[config.mk]
export PLATFORM = sky130hd
export DESIGN_NAME = shot_controller
export DESIGN_NICKNAME = d
export VERILOG_FILES = /design/src/rtl/shot_controller_pkg.sv /design/src/rtl/shot_controller_lfsr.sv /design/src/rtl/shot_controller.sv
export SDC_FILE = /design/constraint.sdc
export NUM_CORES = 1
export LEC_CHECK = 0
export CAP_MARGIN = 20
export CORE_MARGIN = 3
export CORE_UTILIZATION = 48
export DETAILED_ROUTE_END_ITERATION = 12
export PLACE_DENSITY_LB_ADDON = 0.05
export SYNTH_ARGS = -nofsm -noshare
export SYNTH_HDL_FRONTEND = slang
export SYNTH_SLANG_ARGS = --single-unit
[constraint.sdc]
create_clock -name clk -period 1.9 [get_ports clk]
set_input_delay 0.19 -clock clk [delete_from_list [all_inputs] [get_ports clk]]
set_output_delay 0.19 -clock clk [all_outputs]
set_load 0.03 [all_outputs]
[src/rtl/shot_controller_pkg.sv]
// Shared definitions for the shot controller and the trajectory calculator.
//   WIDTH     : coordinate / rise / run width
//   state_e   : controller FSM encoding
//   adj_sel_e : adjust-field select codes
//   RISE_MIN / FIELD_MAX : legal field limits (rise must stay nonzero)
package shot_controller_pkg;
  localparam int WIDTH     = 5;
  localparam int LFSR_W    = 10;
  localparam int RISE_MIN  = 1;
  localparam int FIELD_MAX = 31;

  typedef enum logic [1:0] {
    ST_IDLE  = 2'd0,
    ST_ISSUE = 2'd1,
    ST_WAIT  = 2'd2,
    ST_SCORE = 2'd3
  } state_e;

  typedef enum logic [1:0] {
    ADJ_X    = 2'b00,
    ADJ_RISE = 2'b01,
    ADJ_RUN  = 2'b10,
    ADJ_NONE = 2'b11
  } adj_sel_e;
endpackage

[src/rtl/shot_controller_lfsr.sv]
// target_lfsr: free-running 10-bit Fibonacci LFSR, polynomial x^10+x^7+1.
//   clk, rst (async, active-high) ; lfsr_o : current register value.
// SEED must be nonzero or the register locks up at zero.
module target_lfsr
  import shot_controller_pkg::*;
#(
  parameter logic [LFSR_W-1:0] SEED = 10'h2A5
) (
  input  logic              clk,
  input  logic              rst,
  output logic [LFSR_W-1:0] lfsr_o
);
  logic [LFSR_W-1:0] lfsr_q;

  always_ff @(posedge clk or posedge rst) begin
    if (rst) lfsr_q <= SEED;
    else     lfsr_q <= {lfsr_q[LFSR_W-2:0], lfsr_q[9] ^ lfsr_q[6]};
  end

  assign lfsr_o = lfsr_q;
endmodule

[src/rtl/shot_controller.sv]
// shot_controller: player-side initiator for the trajectory calculator.
//   Inputs : btn_fire, adj_sel/adj_up/adj_dn, dir_toggle (button levels, rising
//            edges act), result_valid/hit from the calculator.
//   Outputs: shoot pulse with x_pos/rise_out/run_out/direction held stable,
//            target_x/target_y, busy, saturating shots/hits, last_hit, timed_out.
// All outputs are registered; clk/rst (async, active-high).
module shot_controller
  import shot_controller_pkg::*;
#(
  parameter int                WIDTH     = shot_controller_pkg::WIDTH,
  parameter int                SCORE_W   = 8,
  parameter int                TIMEOUT   = 63,
  parameter logic [LFSR_W-1:0] LFSR_SEED = 10'h2A5,
  parameter int                TGT_X0    = 20,
  parameter int                TGT_Y0    = 15
) (
  input  logic               clk,
  input  logic               rst,
  input  logic               btn_fire,
  input  logic [1:0]         adj_sel,
  input  logic               adj_up,
  input  logic               adj_dn,
  input  logic               dir_toggle,
  input  logic               result_valid,
  input  logic               hit,
  output logic               shoot,
  output logic [WIDTH-1:0]   x_pos,
  output logic [WIDTH-1:0]   rise_out,
  output logic [WIDTH-1:0]   run_out,
  output logic               direction,
  output logic [WIDTH-1:0]   target_x,
  output logic [WIDTH-1:0]   target_y,
  output logic               busy,
  output logic [SCORE_W-1:0] shots,
  output logic [SCORE_W-1:0] hits,
  output logic               last_hit,
  output logic               timed_out
);
  localparam int              CNT_W = $clog2(TIMEOUT + 1);
  localparam logic [WIDTH-1:0] F_MAX = WIDTH'(FIELD_MAX);
  localparam logic [WIDTH-1:0] R_MIN = WIDTH'(RISE_MIN);

  state_e              state_q;
  logic [CNT_W-1:0]    wcnt_q;
  logic                fire_p_q, up_p_q, dn_p_q, tog_p_q;
  logic                shoot_q, busy_q, dir_q, last_hit_q, timed_out_q;
  logic [WIDTH-1:0]    x_q, rise_q, run_q, tx_q, ty_q;
  logic [SCORE_W-1:0]  shots_q, hits_q;
  logic [LFSR_W-1:0]   lfsr;

  logic fire_e, up_e, dn_e, tog_e;
  assign fire_e = btn_fire   & ~fire_p_q;
  assign up_e   = adj_up     & ~up_p_q;
  assign dn_e   = adj_dn     & ~dn_p_q;
  assign tog_e  = dir_toggle & ~tog_p_q;

  target_lfsr #(.SEED(LFSR_SEED)) u_lfsr (
    .clk    (clk),
    .rst    (rst),
    .lfsr_o (lfsr)
  );

  // Saturating +/-1 within [lo, F_MAX].
  function automatic logic [WIDTH-1:0] sat_adj(input logic [WIDTH-1:0] v,
                                               input logic up,
                                               input logic [WIDTH-1:0] lo);
    if (up) return (v >= F_MAX) ? F_MAX : v + 1'b1;
    else    return (v <= lo)    ? lo    : v - 1'b1;
  endfunction

  always_ff @(posedge clk or posedge rst) begin
    if (rst) begin
      state_q     <= ST_IDLE;
      wcnt_q      <= '0;
      fire_p_q    <= 1'b0;
      up_p_q      <= 1'b0;
      dn_p_q      <= 1'b0;
      tog_p_q     <= 1'b0;
      shoot_q     <= 1'b0;
      busy_q      <= 1'b0;
      x_q         <= '0;
      rise_q      <= R_MIN;
      run_q       <= WIDTH'(1);
      dir_q       <= 1'b1;
      tx_q        <= WIDTH'(TGT_X0);
      ty_q        <= WIDTH'(TGT_Y0);
      shots_q     <= '0;
      hits_q      <= '0;
      last_hit_q  <= 1'b0;
      timed_out_q <= 1'b0;
    end else begin
      fire_p_q <= btn_fire;
      up_p_q   <= adj_up;
      dn_p_q   <= adj_dn;
      tog_p_q  <= dir_toggle;
      shoot_q  <= 1'b0;
      case (state_q)
        ST_IDLE: begin
          if (fire_e) begin
            // fire wins over any same-cycle adjust/toggle edge
            state_q <= ST_ISSUE;
            shoot_q <= 1'b1;
            busy_q  <= 1'b1;
          end else begin
            if (up_e ^ dn_e) begin
              case (adj_sel)
                ADJ_X:    x_q    <= sat_adj(x_q,    up_e, '0);
                ADJ_RISE: rise_q <= sat_adj(rise_q, up_e, R_MIN);
                ADJ_RUN:  run_q  <= sat_adj(run_q,  up_e, '0);
                default: ;
              endcase
            end
            if (tog_e) dir_q <= ~dir_q;
          end
        end
        ST_ISSUE: begin
          state_q <= ST_WAIT;
          wcnt_q  <= '0;
        end
        ST_WAIT: begin
          wcnt_q <= wcnt_q + 1'b1;
          // Score is registered on the way into SCORE so it is visible there.
          // Timeout fires when the counter would reach TIMEOUT, i.e. after
          // exactly TIMEOUT cycles spent in WAIT.
          if (result_valid || wcnt_q == CNT_W'(TIMEOUT - 1)) begin
            state_q     <= ST_SCORE;
            shots_q     <= (shots_q == '1) ? shots_q : shots_q + 1'b1;
            last_hit_q  <= result_valid & hit;
            timed_out_q <= ~result_valid;
            if (result_valid && hit) begin
              hits_q <= (hits_q == '1) ? hits_q : hits_q + 1'b1;
              tx_q   <= lfsr[4:0];
              ty_q   <= lfsr[9:5];
            end
          end
        end
        ST_SCORE: begin
          state_q <= ST_IDLE;
          busy_q  <= 1'b0;
        end
        default: state_q <= ST_IDLE;
      endcase
    end
  end

  assign shoot     = shoot_q;
  assign busy      = busy_q;
  assign x_pos     = x_q;
  assign rise_out  = rise_q;
  assign run_out   = run_q;
  assign direction = dir_q;
  assign target_x  = tx_q;
  assign target_y  = ty_q;
  assign shots     = shots_q;
  assign hits      = hits_q;
  assign last_hit  = last_hit_q;
  assign timed_out = timed_out_q;
endmodule
==> impl_metrics.tcl <==
set metrics [dict create \
    syn-instance-count 331 \
    worst_ep_arrival_time_ns 2.06 \
    maxCapViolCount 0 \
    timing.slew.headroom_pct 66.1 \
    startpoint_type "register" \
    net-switching-power_mw 2.62 \
    clkLatencyLatePin_ns 0.34 \
    ctsHoldBuffers 0 \
    cts_tree "done" \
    p_clk_share_pct 20.6 \
    route.vias.total 2889 \
    rows 30 \
    grt_pass1_wl_mm 13.2 \
    detail_route.iter0.violations 148 \
    timing.hold.worst.class "in2reg" \
    finish.instance_area_sq_um 4740 \
    worstSetupEndpointType "register" \
    layout_common_cells "54 x sky130_fd_sc_hd__clkdlybuf4s50_1, 50 x sky130_fd_sc_hd__dfrtp_1, 39 x sky130_fd_sc_hd__buf_4" \
    antennaDiodeCount 0 \
    setup_viol_count_final 0 \
    via_count_of_the_first_global_routing_pass 2853 \
    worstPathRequired_ns 2.11 \
    finalHoldViolations 0 \
    routed_via_density 5.53 \
    grt_start_max_net_pins 36 \
    dp_cells 506 \
    yosysWarningCount 0 \
    power.leakage_nw 2.07 \
    number_of_iterations_in_the_first_detailed_routing_pass 4 \
    coreArea_sq_um 6910 \
    die_y_microns 91.2 \
    cts_setup_buffers 0 \
    initial_core_util_pct 50.5 \
    synth.distinct_cells 51 \
    achievable-frequency_ghz 0.539 \
    grt_setup_unrepaired "yes" \
    worst_pin_slew_ns 0.505 \
    instances_no_fill 522 \
    drt.antenna.violating_nets 0 \
    gp_congestion 0.926 \
    antenna_found_initial 0 \
    h-tree-depth 3 \
    die_area_sq_um 8320 \
    ctsRootBufferMaster "sky130_fd_sc_hd__clkbuf_8" \
    timing.clock.skew_ns 0.0136 \
    die_x_microns 91.2 \
    finalWorstPathRequiredPeriod_ns 1.85 \
    synthesized_flop_and_latch_total 68 \
    vdd.ir_drop.worst_mv 0.846 \
    areaGrowthSynthToFinish_pct 35.8 \
    synth_seq_area_share_pct 49.3 \
    cts.clk_slew.worst_paths_ns 0.08 \
    power.share.switching_pct 39.9 \
    synth_flop_cell "sky130_fd_sc_hd__dfrtp_1" \
    layout_cells_sized_above_1_pct 25.8 \
    cts.sinks 68 \
    critical_path.max_fanout 4 \
    power_frac_comb_pct 47.5 \
    asyncSetResetFlopFracSynth_pct 100 \
    placement.cell_area_sq_um 4390 \
    totalWireLength_mm 7.89 \
    seqPwrFrac_pct 32.0 \
    power.density_nw_per_um2 1380 \
    post-route-period-util_pct 97.6 \
    crit_path_category "reg2reg" \
    synth_nets 359 \
    clk_path_buf_depth 2 \
    grt_overflow 0 \
    setup_total_negative_slack_ns 0 \
    portBuffers 55 \
    cts_inserted_buffers 9 \
    synth.avg_cell_area_sq_um 10.5 \
    layout_commonest_cell "sky130_fd_sc_hd__clkdlybuf4s50_1" \
    estimated_wirelength_of_the_detail_placed_design_mm 5.58 \
    globalRouteTotalUtil_pct 19.6 \
    num-nets-final 449 \
    io_pins 56 \
    synth-edff-count 0 \
    outcome "completed" \
    avgRoutedWirePerCell_microns 15.1 \
    cell_area_after_synthesis_sq_um 3490 \
    intPower_mw 3.94 \
    number_of_remaining_drc_errors 0 \
    final-max-slew-violation-count 0 \
    final_util_pct 68.6 \
]
cells by family (layout without fill, tap and decap cells):
group	after synthesis	in the layout	share of synthesized area [%]
and+or+nand+nor	105	105	16.1
xor gates and xnor gates	18	18	4.52
muxes	20	20	6.28
AOI/OAI and AO/OA	63	63	12.9
DFF	68	68	49.3
adders and majority gates	18	18	6.46
buffers and inverters	39	134	4.45
final cells by class:
| type | count | area [sq um] |
|---|---|---|
| fill | 564 | 2170 |
| tap | 96 | 120 |
| sequential | 68 | 1720 |
| timing repair buffer | 94 | 842 |
| multi-input combinational | 224 | 1730 |
| clock buffer | 10 | 138 |
| clock inverter | 6 | 86.3 |
| inverter | 24 | 93.8 |
synthesized netlist by cell type, types with 2 or more instances:
library cell	n	share of area, %
sky130_fd_sc_hd__dfrtp_1	54	39
sky130_fd_sc_hd__inv_1	24	2.6
sky130_fd_sc_hd__nand2_1	22	2.4
sky130_fd_sc_hd__ha_1	18	6.5
sky130_fd_sc_hd__mux2_2	15	4.8
sky130_fd_sc_hd__dfstp_2	14	11
sky130_fd_sc_hd__nand3_1	13	1.9
sky130_fd_sc_hd__nor2_1	12	1.3
sky130_fd_sc_hd__o21ai_0	12	1.7
sky130_fd_sc_hd__nand4_1	11	2.0
sky130_fd_sc_hd__xnor2_1	11	2.8
sky130_fd_sc_hd__nor3_1	10	1.4
sky130_fd_sc_hd__a21oi_1	9	1.3
sky130_fd_sc_hd__clkbuf_1	9	0.97
sky130_fd_sc_hd__or3_1	8	1.4
sky130_fd_sc_hd__and3_1	7	1.3
sky130_fd_sc_hd__xor2_1	7	1.8
sky130_fd_sc_hd__a2111oi_0	5	1.3
sky130_fd_sc_hd__mux2i_1	5	1.4
sky130_fd_sc_hd__nor2b_1	5	0.90
sky130_fd_sc_hd__nor4_1	5	0.90
sky130_fd_sc_hd__a32oi_1	4	1.0
sky130_fd_sc_hd__buf_2	4	0.57
sky130_fd_sc_hd__nor4b_1	4	1.0
sky130_fd_sc_hd__o22ai_1	4	0.72
sky130_fd_sc_hd__o41ai_1	4	1.0
sky130_fd_sc_hd__a2bb2oi_1	3	0.75
sky130_fd_sc_hd__a21o_1	2	0.43
sky130_fd_sc_hd__a31oi_1	2	0.36
sky130_fd_sc_hd__a41oi_1	2	0.50
sky130_fd_sc_hd__nand2b_1	2	0.36
sky130_fd_sc_hd__nand3b_1	2	0.43
sky130_fd_sc_hd__nor3b_1	2	0.43
sky130_fd_sc_hd__o211ai_1	2	0.43
sky130_fd_sc_hd__o32ai_1	2	0.50
per-layer routing:
metal / wire, microns / track usage [%] / vias to the layer above
li1: - / - / 1382
met5: 0 / 0 / -
met3: 572 / 6.55 / 17
met1: 3660 / 27.0 / 1378
met2: 3540 / 29.4 / 112
met4: 117 / 6.03 / 0
final timing paths:
check | start | to | slack (ns) | depth (start not counted)
hold reg to reg | u_lfsr.lfsr_o[8]$_DFF_PP0_ | u_lfsr.lfsr_o[9]$_DFF_PP1_ | 0.38 | 0
setup / recovery | x_pos[0]$_DFFE_PP0P_ | x_pos[3]$_DFFE_PP0P_ | 0.05 | 6
hold / removal | adj_dn | dn_p_q$_DFF_PP0_ | 0.30 | 1
max in group asynchronous | rst | u_lfsr.lfsr_o[9]$_DFF_PP1_ | 1.23 | 3
setup reg to reg | x_pos[0]$_DFFE_PP0P_ | x_pos[3]$_DFFE_PP0P_ | 0.05 | 6
min in group asynchronous | rst | hits[7]$_DFFE_PP0P_ | 0.32 | 3
flip-flops by register name, indices dropped and copies added, names as in the netlist, 2 cells and up:
register / cells
x_pos: 5
run_out: 5
hits: 8
shots: 8
state_q: 2
target_y: 5
rise_out: 5
wcnt_q: 6
target_x: 5
u_lfsr.lfsr_o: 10
power groups by stage:
stage	logic (mW)	registers [mW]	clock network, mW
after floorplan	1.27	2.63	0
after global placement	2.98	2.10	0
after detailed placement	3.03	2.11	0
after CTS	3.03	2.09	1.38
after global routing	3.39	2.15	1.44
final	3.12	2.10	1.35
critical path: stages, from the launching register on:
cell and delay (ns):
sky130_fd_sc_hd__dfrtp_2 0.41, sky130_fd_sc_hd__ha_2 0.19, sky130_fd_sc_hd__and3_1 0.18, sky130_fd_sc_hd__ha_1 0.19
sky130_fd_sc_hd__or3_4 0.40, sky130_fd_sc_hd__o21ai_4 0.21, sky130_fd_sc_hd__a41oi_2 0.14
metrics by stage:
step | hold slack (ns) | power [mW] | worst slack [ns]
2_1_floorplan | 0.221 | 3.91 | -0.0149
3_3_place_gp | 0.356 | 5.09 | -0.0119
3_5_place_dp | 0.362 | 5.14 | -0.0729
4_1_cts | 0.289 | 6.51 | 0.00526
5_1_grt | 0.309 | 6.98 | -0.0358
6_report | 0.303 | 6.56 | 0.0461
repair_timing:
| action | 4_1_cts | 5_1_grt |
|---|---|---|
| gates cloned | 0 | 0 |
| pin swaps | 0 | 3 |
| hold endpoints to repair | 0 | 0 |
| gates resized for setup | 4 | 24 |
| endpoints found under the setup margin | 8 | 14 |
(Power assumes the default switching activity.)
